--- src/rtl/mlu_pkg.sv ---
// mlu_pkg: shared types and defaults for the MLU carry engine.
//   mlu_carry_state_t : sequencer states (IDLE, RUN, DONE)
//   mlu_carry_mode_t  : CHAIN (carry ripples across slices) / LANES (per-slice C_IN)
//   MLU_SLICE_W_DEFAULT, MLU_NUM_SLICES_DEFAULT : default geometry
package mlu_pkg;

  typedef enum logic [1:0] {
    IDLE = 2'd0,
    RUN  = 2'd1,
    DONE = 2'd2
  } mlu_carry_state_t;

  typedef enum logic {
    MLU_CARRY_CHAIN = 1'b0,
    MLU_CARRY_LANES = 1'b1
  } mlu_carry_mode_t;

  localparam int unsigned MLU_SLICE_W_DEFAULT    = 8;
  localparam int unsigned MLU_NUM_SLICES_DEFAULT = 4;

endpackage

--- src/rtl/mlu_slice_carry.sv ---
// mlu_slice_carry: combinational ripple-carry over one SLICE_W-bit slice.
//   CIN    : carry into bit 0 of the slice
//   P, G   : per-bit propagate / generate
//   CARRYS : carry out of each bit
//   COUT   : carry out of the top bit
module mlu_slice_carry #(
  parameter int unsigned SLICE_W = mlu_pkg::MLU_SLICE_W_DEFAULT
) (
  input  logic               CIN,
  input  logic [SLICE_W-1:0] P,
  input  logic [SLICE_W-1:0] G,
  output logic [SLICE_W-1:0] CARRYS,
  output logic               COUT
);

  logic c;

  always_comb begin
    CARRYS = '0;
    c      = CIN;
    for (int unsigned j = 0; j < SLICE_W; j++) begin
      c         = (c & P[j]) | G[j];
      CARRYS[j] = c;
    end
    COUT = c;
  end

endmodule

--- src/rtl/mlu_carry_seq.sv ---
// mlu_carry_seq: multi-cycle carry engine, one SLICE_W slice resolved per clock.
//   CLK, N_RST   : clock, synchronous active-low reset
//   START        : request, sampled in IDLE or DONE
//   MODE, C_IN   : CHAIN/LANES select and carry-in, latched at accept
//   P, G         : W-bit propagate/generate, latched at accept
//   CARRYS, C_OUT: per-bit carries and top carry, valid from DONE until next accept
//   BUSY, DONE   : RUN indicator, one-cycle completion pulse
//   GP, GG       : per-slice group propagate/generate
// Build options:
//   MLU_CARRY_GROUP_PG_EN : register GP/GG per slice; otherwise they are tied to 0
//   FORMAL                : assert CARRYS against a full-width ripple reference at DONE
module mlu_carry_seq #(
  parameter  int unsigned SLICE_W    = mlu_pkg::MLU_SLICE_W_DEFAULT,
  parameter  int unsigned NUM_SLICES = mlu_pkg::MLU_NUM_SLICES_DEFAULT,
  localparam int unsigned W          = SLICE_W * NUM_SLICES
) (
  input  logic                  CLK,
  input  logic                  N_RST,
  input  logic                  START,
  input  logic                  MODE,
  input  logic                  C_IN,
  input  logic [W-1:0]          P,
  input  logic [W-1:0]          G,
  output logic [W-1:0]          CARRYS,
  output logic                  C_OUT,
  output logic                  BUSY,
  output logic                  DONE,
  output logic [NUM_SLICES-1:0] GP,
  output logic [NUM_SLICES-1:0] GG
);

  import mlu_pkg::*;

  localparam int unsigned   IDX_W    = (NUM_SLICES > 1) ? $clog2(NUM_SLICES) : 1;
  localparam logic [IDX_W-1:0] LAST_IDX = IDX_W'(NUM_SLICES - 1);

  mlu_carry_state_t state, state_nxt;
  logic             accept;

  logic [IDX_W-1:0] idx;
  logic [W-1:0]     p_lat, g_lat;
  mlu_carry_mode_t  mode_lat;
  logic             cin_lat;
  logic             carry_reg;
  logic [W-1:0]     carrys_q;
  logic             c_out_q;

  logic [SLICE_W-1:0] p_slice, g_slice, slice_carrys;
  logic               slice_cout;

  // ---------------- FSM ----------------
  always_ff @(posedge CLK) begin
    if (!N_RST) state <= IDLE;
    else        state <= state_nxt;
  end

  // DONE names the output port here, so the state literal is package-qualified.
  always_comb begin
    state_nxt = state;
    accept    = 1'b0;
    BUSY      = 1'b0;
    DONE      = 1'b0;
    case (state)
      IDLE: begin
        if (START) begin
          accept    = 1'b1;
          state_nxt = RUN;
        end
      end
      RUN: begin
        BUSY = 1'b1;
        if (idx == LAST_IDX) state_nxt = mlu_pkg::DONE;
      end
      mlu_pkg::DONE: begin
        DONE = 1'b1;
        if (START) begin
          accept    = 1'b1;
          state_nxt = RUN;
        end else begin
          state_nxt = IDLE;
        end
      end
      default: state_nxt = IDLE;
    endcase
  end

  // ---------------- slice select ----------------
  always_comb begin
    p_slice = '0;
    g_slice = '0;
    for (int unsigned k = 0; k < NUM_SLICES; k++) begin
      if (idx == IDX_W'(k)) begin
        p_slice = p_lat[k*SLICE_W +: SLICE_W];
        g_slice = g_lat[k*SLICE_W +: SLICE_W];
      end
    end
  end

  mlu_slice_carry #(.SLICE_W(SLICE_W)) u_slice (
    .CIN    (carry_reg),
    .P      (p_slice),
    .G      (g_slice),
    .CARRYS (slice_carrys),
    .COUT   (slice_cout)
  );

  // ---------------- datapath ----------------
  always_ff @(posedge CLK) begin
    if (!N_RST) begin
      idx       <= '0;
      p_lat     <= '0;
      g_lat     <= '0;
      mode_lat  <= MLU_CARRY_CHAIN;
      cin_lat   <= 1'b0;
      carry_reg <= 1'b0;
      carrys_q  <= '0;
      c_out_q   <= 1'b0;
    end else if (accept) begin
      p_lat     <= P;
      g_lat     <= G;
      mode_lat  <= mlu_carry_mode_t'(MODE);
      cin_lat   <= C_IN;
      carry_reg <= C_IN;
      idx       <= '0;
    end else if (state == RUN) begin
      for (int unsigned k = 0; k < NUM_SLICES; k++) begin
        if (idx == IDX_W'(k)) carrys_q[k*SLICE_W +: SLICE_W] <= slice_carrys;
      end
      carry_reg <= (mode_lat == MLU_CARRY_LANES) ? cin_lat : slice_cout;
      if (idx == LAST_IDX) c_out_q <= slice_cout;
      else                 idx     <= idx + IDX_W'(1);
    end
  end

  assign CARRYS = carrys_q;
  assign C_OUT  = c_out_q;

  // ---------------- group propagate/generate ----------------
`ifdef MLU_CARRY_GROUP_PG_EN
  logic [NUM_SLICES-1:0] gp_q, gg_q;
  logic [SLICE_W-1:0]    grp_carrys;
  logic                  grp_cout;

  // Same slice recomputed with carry-in 0 gives the slice's own generate.
  mlu_slice_carry #(.SLICE_W(SLICE_W)) u_group (
    .CIN    (1'b0),
    .P      (p_slice),
    .G      (g_slice),
    .CARRYS (grp_carrys),
    .COUT   (grp_cout)
  );

  always_ff @(posedge CLK) begin
    if (!N_RST) begin
      gp_q <= '0;
      gg_q <= '0;
    end else if (state == RUN && !accept) begin
      for (int unsigned k = 0; k < NUM_SLICES; k++) begin
        if (idx == IDX_W'(k)) begin
          gp_q[k] <= &p_slice;
          gg_q[k] <= grp_cout;
        end
      end
    end
  end

  assign GP = gp_q;
  assign GG = gg_q;
`else
  assign GP = '0;
  assign GG = '0;
`endif

  // ---------------- formal reference ----------------
`ifdef FORMAL
  logic [W-1:0] ref_carrys;
  logic         ref_c;

  always_comb begin
    ref_carrys = '0;
    ref_c      = cin_lat;
    for (int unsigned j = 0; j < W; j++) begin
      if (mode_lat == MLU_CARRY_LANES && (j % SLICE_W) == 0) ref_c = cin_lat;
      ref_c         = (ref_c & p_lat[j]) | g_lat[j];
      ref_carrys[j] = ref_c;
    end
  end

  always_ff @(posedge CLK) begin
    if (N_RST && state == mlu_pkg::DONE) begin
      assert (CARRYS == ref_carrys);
    end
  end
`endif

endmodule

--- config.mk ---
export PLATFORM = sky130hd
export DESIGN_NAME = mlu_carry_seq
export DESIGN_NICKNAME = d
export VERILOG_FILES = /design/src/rtl/mlu_pkg.sv /design/src/rtl/mlu_slice_carry.sv /design/src/rtl/mlu_carry_seq.sv
export SDC_FILE = /design/constraint.sdc
export NUM_CORES = 1
export LEC_CHECK = 0
export CORE_UTILIZATION = 35
export DETAILED_ROUTE_END_ITERATION = 12
export PLACE_DENSITY_LB_ADDON = 0.25
export SLEW_MARGIN = 20
export SYNTH_ARGS = -nofsm -noshare
export SYNTH_HDL_FRONTEND = slang
export SYNTH_SLANG_ARGS = --single-unit
--- constraint.sdc ---
create_clock -name CLK -period 4.65 [get_ports CLK]
set_clock_uncertainty 0.15 [all_clocks]
set_input_delay 1.1625 -clock CLK [delete_from_list [all_inputs] [get_ports CLK]]
set_output_delay 1.1625 -clock CLK [all_outputs]
set_load 0.02 [all_outputs]
; After elaboration in Yosys (flattened, before gate mapping)
; Index checks and enable logic that the tools add are counted.
[totals]
reg_bits = 104
latchBits = 0
ramBits = 0
rom_bits = 0
in_bits = 69
out_inout_bits = 43
memories = 0
[classes]
addsub = 1
multipliers = 0
div_mod_pow = 0
magnitude_cmp = 0
eq_ne = 7
n_shift = 0
n_mux = 19
bitwise = 19
n_reduce_logical = 11
[ops]
columns = cell, n
row1 = 8-bit 2-to-1 mux, 8
row2 = 3-bit AND reduction, 4
row3 = 1-bit AND, 8
row4 = 1-bit 2-to-1 mux, 8
row5 = 1-bit bitwise OR, 8
row6 = 2-bit equality test (second input constant), 3
row7 = 2-bit one-hot mux with 3 select lines, 1
row8 = 2-bit by 1-bit equality test with 1-bit output (second input constant), 2
row9 = 2-bit zero test, 2
row10 = 2-bit 2-to-1 mux, 2
row11 = 2-bit inequality test (second input constant), 2
row12 = 2-bit AND reduction, 2
row13 = 2-bit OR reduction, 2
row14 = 1-bit NOT, 3
row15 = 2-bit by 1-bit adder with 2-bit output (second input constant), 1
row16 = 2-bit nonzero test, 1

; Logic depth before layout (Yosys ltp)
; Gate-level depths: netlist of the first run.
[depth]
word_depth = 24
mapped_depth = 13
depth_no_buf = 10

; Modules after synthesis
; Synthesis of the first run repeated with hierarchy kept, for this count alone.
[unflattened]
hier_cells = 597
area_unflattened_um2 = 4566.9
[by_module_without_submodules]
columns = module, instances, cells_each, area_per_inst_um2, seq_area_each_um2
row1 = mlu_carry_seq, 1, 581, 4448.0, 2082.0
row2 = mlu_slice_carry, 1, 16, 118.9, 0.0

; Least setup slack after synthesis of the first run
; No wires, ideal clock.
[synth_path]
kind = register -> register
start = register idx[0]
end = register carrys_q[13], in the netlist CARRYS[13]
setup_time_ns = 0.127
arrival_time_ns = 2.252
required_time_ns = 4.373
path_slack_ns = 2.120
path_stages_with_launch = 13
path_buffers = 2
cell_sequence = dfxtp_1 inv_1 ha_1 buf_4 nor2_2 o211ai_1 a221oi_1 a31oi_1 and2_1 buf_6 a221oi_2 o21a_1 o41ai_1
[synth_between]
elab_chain_cells = 17
[synth_rtl]
columns = item, line
row1 = from (decl), mlu_carry_seq.sv:40  ; logic [IDX_W-1:0] idx;
row2 = from (signal assigned), mlu_carry_seq.sv:131  ; else idx <= idx + IDX_W'(1);
row3 = 2-bit zero test, mlu_carry_seq.sv:92  ; if (idx == IDX_W'(k)) begin
row4 = 8-bit 2-to-1 mux (4 in series), mlu_carry_seq.sv:92
row5 = 1-bit AND, mlu_slice_carry.sv:22  ; c = (c & P[j]) | G[j];
row6 = 1-bit bitwise OR, mlu_slice_carry.sv:22
row7 = 1-bit AND, mlu_slice_carry.sv:22
row8 = 1-bit bitwise OR, mlu_slice_carry.sv:22
row9 = 1-bit AND, mlu_slice_carry.sv:22
row10 = 1-bit bitwise OR, mlu_slice_carry.sv:22
row11 = 1-bit AND, mlu_slice_carry.sv:22
row12 = 1-bit bitwise OR, mlu_slice_carry.sv:22
row13 = 1-bit AND, mlu_slice_carry.sv:22
row14 = 1-bit bitwise OR, mlu_slice_carry.sv:22
row15 = 1-bit AND, mlu_slice_carry.sv:22
row16 = 1-bit bitwise OR, mlu_slice_carry.sv:22
row17 = "to (signal, indexed assignment)", mlu_carry_seq.sv:127  ; if (idx == IDX_W'(k)) carrys_q[k*SLICE_W +: SLICE_W] <= slice_carrys;
row18 = to (decl), mlu_carry_seq.sv:45  ; logic [W-1:0] carrys_q;
; Several ways; a longest one is shown, not always the timed one.
; A chain may end at the register's enable or synchronous reset.

; Worst setup path in the final report of the first run
[layout_path]
start = register idx[0]
end = register carrys_q[21], in the netlist CARRYS[21]
; Same word-level chain as after synthesis.

==> key figures, run 1 <==
Status
  • Run status: finished clean

Final layout
  • Share of cells above drive strength 1: 5.61%
  • FF+latch area: 2060 um^2
  • Final net count: 710
  • Syn-to-layout area delta: 30.7%
  • Diode count: 0
  • FILL cells: 1202
  • Multi-input gate area: 2100 um^2

Synth
  • Top cells by area, synth: dfxtp_1, nand2_1, a21oi_1
  • Syn Inst Count: 561
  • Post-synth ARST share: 0%
  • Primary FF master, synth: dfxtp_1
  • Mean Syn Cell Area: 7.88 um^2
  • Post-synth top cells: nand2_1, dfxtp_1, a21oi_1, nor2_1, clkbuf_1
  • Yosys warns: 0
  • Library cells used by synthesis: 50
  • Area of the mapped netlist: 4420 um^2
  • Largest area contributor in the netlist: dfxtp_1
  • Synth top area share: 46.6%
  • Register area share after synthesis: 46.6%
  • Cell with the most instances after synthesis: nand2_1
  • Synthesized flop and latch total: 103
  • EDFF count, synth: 0

Route
  • WL/cell: 14.9 um
  • Post-route DRC: 0
  • First drt pass iteration count: 5
  • Routed Wire Length: 12100 um
  • Iter 0 DRT Violations: 381
  • Vias/cell: 5.04
  • Post-DRT Antenna Nets: 0
  • Vias: 4084

Place
  • RePlAce Congestion: 0.915
  • HPWL Detailed: 8940 um
  • # port buffers: 103
  • Pre-CTS WS: 0.928 ns

CTS
  • Root buf cell: clkbuf_16
  • Post-CTS Hold Buffers: 0
  • TritonCTS sink count: 103
  • Post-CTS Repair Setup Buffers: 0
  • Clock-pin slew on the worst setup and hold paths: 0.07 ns
  • CTS Buf Count: 9
  • CTS H-tree depth: 3
  • CTS tree: done
  • Post-CTS sizing: 0
  • Clock buffer depth: 2
  • Clk Latency, worst-skew pair: 0.34 ns

Power
  • Worst VDD drop: 0.186 mV
  • Sw power: 0.000514 W
  • Leak: 2.02 nW
  • Clk pwr share: 38.7%
  • Sw Share: 25.5%
  • Sequential share of power: 47.6%
  • Combinational Power Share: 13.8%
  • Internal: 0.00150 W
  • Power Density: 348 nW/um^2

Floorplanning
  • Die ar.: 13100 um^2
  • Initial Util: 36.4%
  • Rows: 40
  • Die width: 114 um
  • Core area: 12200 um^2
  • Boundary Pins: 112
  • Die Y-Extent: 114 um

Worst setup path
  • RR Endpoint: CARRYS[21]
  • Worst r2r path cells: 10
  • Crit Path Max Fanout: 20
  • Worst setup SP type: flop
  • R2R Setup Slk: 0.86 ns
  • Endpoint class of the critical path: flop
  • Worst r2r src: idx[0]
  • CP Class: reg -> reg
  • Worst Path Arrival: 3.82 ns
  • WP data required: 4.68 ns

Timing
  • Part of the cycle the worst path needs: 81.5%
  • Setup Total Neg Slack: 0 ns
  • Fin crit period: 3.79 ns
  • RSZ-0062 raised after global routing: false
  • Max-slew headroom: 37.3%
  • Pins Over Slew Limit: 0
  • Setup WS post-layout: 0.860 ns
  • Achievable Freq: 264 MHz
  • # setup viols final: 0
  • Final Hold Fails: 0
  • Worst slew pin tran: 0.940 ns

Global route
  • Global-route wire length before repair: 19200 um
  • Met3 Usage GRT: 3.28%
  • Initial antenna violation count: 0
  • Grt peak-use layer: met2
  • Vias in the first global route: 3841
  • Largest net degree at the start of global routing: 91
  • GRT overflow: 0
  • GR Util met2: 31.4%
  • Met1 Usage GRT: 25.3%
  • Overall Global Routing Usage: 19.0%

Worst hold path
  • Hold Path Stages: 2
  • Tightest Hold Check Type: reg -> reg
  • Hold Startpoint: g_lat[25]
  • Worst Hold End: g_lat[25]

Run
  • Max Cap Viol: 0
-- worst max-delay path, stage by stage, from the launching register on --
cell       delay [ns]
dfxtp_1          0.35
inv_1            0.10
ha_1             0.67
inv_1            0.39
a211o_1          0.37
a31oi_2          0.30
o2111ai_1        0.18
and2_1           0.28
a221oi_2         0.49
o21a_1           0.25
o41ai_1          0.11
-- cells by family (layout without fill, tap and decap cells) --
family / count (synthesis) / count (layout) / share of synthesized area [%]
buffers and inverters: 57 / 131 / 6.68
other: 1 / 8 / 0.0848
XOR/XNOR: 1 / 1 / 0.198
adder cells (fa/ha/maj): 4 / 4 / 1.13
AND/OR/NAND/NOR: 234 / 234 / 22.5
flip-flops: 103 / 103 / 46.6
AO/OA/AOI/OAI: 160 / 160 / 22.6
multiplexers: 1 / 1 / 0.226
-- stage by stage --
step	utilization, %	instance area [um^2]	power [W]	hold slack (ns)	instances
final	47.5	5780	0.00201	0.303	810
after global routing	47.5	5780	0.00210	0.321	810
after CTS	47.5	5780	0.00202	0.302	810
after detailed placement	44.9	5460	0.00125	0.292	794
after global placement	44.9	5460	0.00125	0.294	794
after floorplan	-	4450	0.00114	0.281	568
-- placed cells by master (no fill, tap or decap), drive strengths merged, types with 2 or more instances in the layout --
| cell type | instances |
|---|---|
| buf | 4 |
| inv | 10 |
| nand3 | 14 |
| dfxtp | 103 |
| a211oi | 14 |
| o311ai | 3 |
| nor2b | 4 |
| o21a | 4 |
| ha | 4 |
| a21oi | 93 |
| nand3b | 7 |
| a21o | 2 |
| a31oi | 6 |
| conb | 8 |
| and3 | 2 |
| o41ai | 4 |
| a221oi | 3 |
| nand2b | 7 |
| o211ai | 5 |
| o21ai | 17 |
| and2 | 4 |
| clkbuf | 11 |
| nor2 | 28 |
| a2bb2oi | 2 |
| nand2 | 165 |
| clkdlybuf4s50 | 103 |
-- final cells by class --
cell class,instances,area share (%)
Timing Repair Buffer,107,18.4
Clock inverter,5,1.10
Clock buffer,11,4.37
Sequential cell,103,35.7
Tap cell,168,3.64
Multi-Input combinational cell,408,36.3
Inverter,8,0.519
-- how the worst max path moves through the flow --
stage,endpoint,from,slack (ns),cells past startpoint
finish,CARRYS[21],idx[0],0.86,10
CTS,CARRYS[21],idx[0],0.89,10
global placement,CARRYS[13],idx[0],1.20,10
global route,CARRYS[21],idx[0],0.58,10
detailed placement,CARRYS[21],idx[0],0.93,10
floorplan,CARRYS[13],idx[0],2.12,12
-- power by group through the flow --
stage	Combinational, W	Sequential [W]	Clock, W
after floorplan	0.000168	0.000971	0
after global placement	0.000269	0.000977	0
after detailed placement	0.000274	0.000978	0
after CTS	0.000276	0.000957	0.000790
after global routing	0.000305	0.000962	0.000834
final	0.000277	0.000957	0.000779
-- per-layer routing --
layer / vias to the layer above / share of wire, %
met4: 0 / 1.4
met5: - / 0
met2: 155 / 47
li1: 2036 / -
met3: 14 / 5.6
met1: 1879 / 46
(Power assumes the default switching activity.)
==> run 2, diff against run 1 <==
==> constraint.sdc (replaced) <==
create_clock -name CLK -period 3.82 [get_ports CLK]
set_clock_uncertainty 0.15 [all_clocks]
set_input_delay 0.955 -clock CLK [delete_from_list [all_inputs] [get_ports CLK]]
set_output_delay 0.955 -clock CLK [all_outputs]
set_load 0.02 [all_outputs]
==> run 2 against run 1 <==
Final cell count rose by 0.25%. Critical path type unchanged. Total power rose by 20%. Sequential share of layout area fell by 0.18 points. Critical path depth did not move. Critical endpoint unchanged. Highest routed layer unchanged. Hold slack improved by 0.0039 ns. Register-to-register slack got worse by 0.36 ns. Routed wire length fell by 0.68%. Die area did not move. Clock power rose by 18%. Sequential power rose by 22%. Design area rose by 0.50%.
==> key figures, run 2 (same netlist as run 1, synthesis figures left out) <==
Final layout
  • Share of cells above drive strength 1: 5.75%
  • Multi-input gate area: 2100 um^2
  • FF+latch area: 2060 um^2
  • Diode count: 0
  • FILL cells: 1181
  • Final net count: 713
  • Commonest cells after routing, fill and taps aside: nand2_1, dfxtp_1, clkdlybuf4s50_1
  • Most common cell after layout, fill and taps aside: nand2_1
  • Syn-to-layout area delta: 31.4%

Floorplanning
  • Die Y-Extent: 114 um
  • Die width: 114 um
  • Rows: 40
  • Initial Util: 36.4%
  • Core area: 12200 um^2
  • Boundary Pins: 112
  • Die ar.: 13100 um^2

Worst setup path
  • Endpoint class of the critical path: flop
  • Worst Path Arrival: 3.35 ns
  • Crit Path Max Fanout: 26
  • Worst r2r path cells: 10
  • WP data required: 3.85 ns
  • Worst setup SP type: flop
  • CP Class: reg -> reg
  • R2R Setup Slk: 0.50 ns

Worst hold path
  • Hold Path Stages: 2
  • Tightest Hold Check Type: reg -> reg

Timing
  • Final Hold Fails: 0
  • Fin crit period: 3.32 ns
  • Part of the cycle the worst path needs: 86.8%
  • # setup viols final: 0
  • Setup Total Neg Slack: 0 ns
  • Max-slew headroom: 43.1%
  • Achievable Freq: 302 MHz
  • Pins Over Slew Limit: 0
  • RSZ-0062 raised after global routing: false
  • Worst slew pin tran: 0.853 ns
  • Setup WS post-layout: 0.503 ns
  • Hold Slack: 0.306 ns

Run
  • Max Cap Viol: 0

Route
  • Routed Wire Length: 12000 um
  • Post-route DRC: 0
  • Post-DRT Antenna Nets: 0
  • First drt pass iteration count: 4
  • Iter 0 DRT Violations: 252
  • Vias: 4054
  • Vias/cell: 4.99
  • WL/cell: 14.8 um

Global route
  • Global-route wire length before repair: 19500 um
  • Largest net degree at the start of global routing: 88
  • GRT overflow: 0
  • Initial antenna violation count: 0
  • Overall Global Routing Usage: 19.0%
  • Vias in the first global route: 3914

CTS
  • Clock buffer depth: 2
  • Post-CTS Repair Setup Buffers: 0
  • Post-CTS sizing: 0
  • Clk Latency, worst-skew pair: 0.34 ns
  • CTS Buf Count: 9
  • CTS H-tree depth: 3
  • TritonCTS sink count: 103
  • Root buf cell: clkbuf_16
  • Clock-pin slew on the worst setup and hold paths: 0.06 ns
  • Post-CTS Hold Buffers: 0
  • CTS tree: done

Place
  • Pre-CTS WS: 0.542 ns
  • RePlAce Congestion: 0.911
  • HPWL Detailed: 9140 um
  • # port buffers: 103

Power
  • Tot Pwr: 0.00242 W
  • Power Density: 417 nW/um^2
  • Worst VDD drop: 0.256 mV
  • Leak: 2.04 nW

Status
  • Run status: finished clean
-- run 2: cell count changes in the layout (fill, tap and decap cells not counted) --
cell      change
buf_12        +2
buf_4         +1
clkbuf_1      +1
clkbuf_8      -1
inv_6         -1
-- run 2: critical path, cell delays in order (launching register included) --
cell and delay, ns:
dfxtp_1 0.33, inv_1 0.10, ha_1 0.67, nand2b_2 0.25
o221ai_2 0.11, a31oi_2 0.33, o2111ai_1 0.16, and2_1 0.27
a221oi_2 0.47, o21a_1 0.22, o41ai_1 0.09
-- run 2: final timing paths --
| path | from | end |
|---|---|---|
| setup / recovery | idx[1] | CARRYS[21] |
| hold / removal | CARRYS[27] | CARRYS[27] |
| setup reg to reg | idx[1] | CARRYS[21] |
| hold reg to reg | CARRYS[27] | CARRYS[27] |
-- run 2: power breakdown --
part	internal, W	leakage (nW)	switching, W
registers	0.00113	0.842	0.0000409
clock network	0.000526	0.142	0.000391
logic	0.000155	1.05	0.000184
total	0.00181	2.04	0.000616
-- run 2: per-stage QoR --
step,instance area [um^2],util [%],std cells
final,5810,47.8,812
after global placement,5510,45.3,797
after detailed placement,5510,45.3,797
after floorplan,4450,-,568
after CTS,5810,47.8,812
after global routing,5810,47.8,812
-- run 2: layout make-up --
class,count,share of cell area (%)
Multi-Input combinational cell,408,36.2
Tap cell,168,3.62
Inverter,8,0.517
Sequential cell,103,35.5
Clock buffer,11,4.18
Timing Repair Buffer,110,19.1
Clock inverter,4,0.948
-- run 2: layer usage --
layer,global-route usage [%],share of wire [%]
met3,4.08,5.6
met2,30.6,46
met4,5.89,2.2
met1,25.6,47
met5,0,0
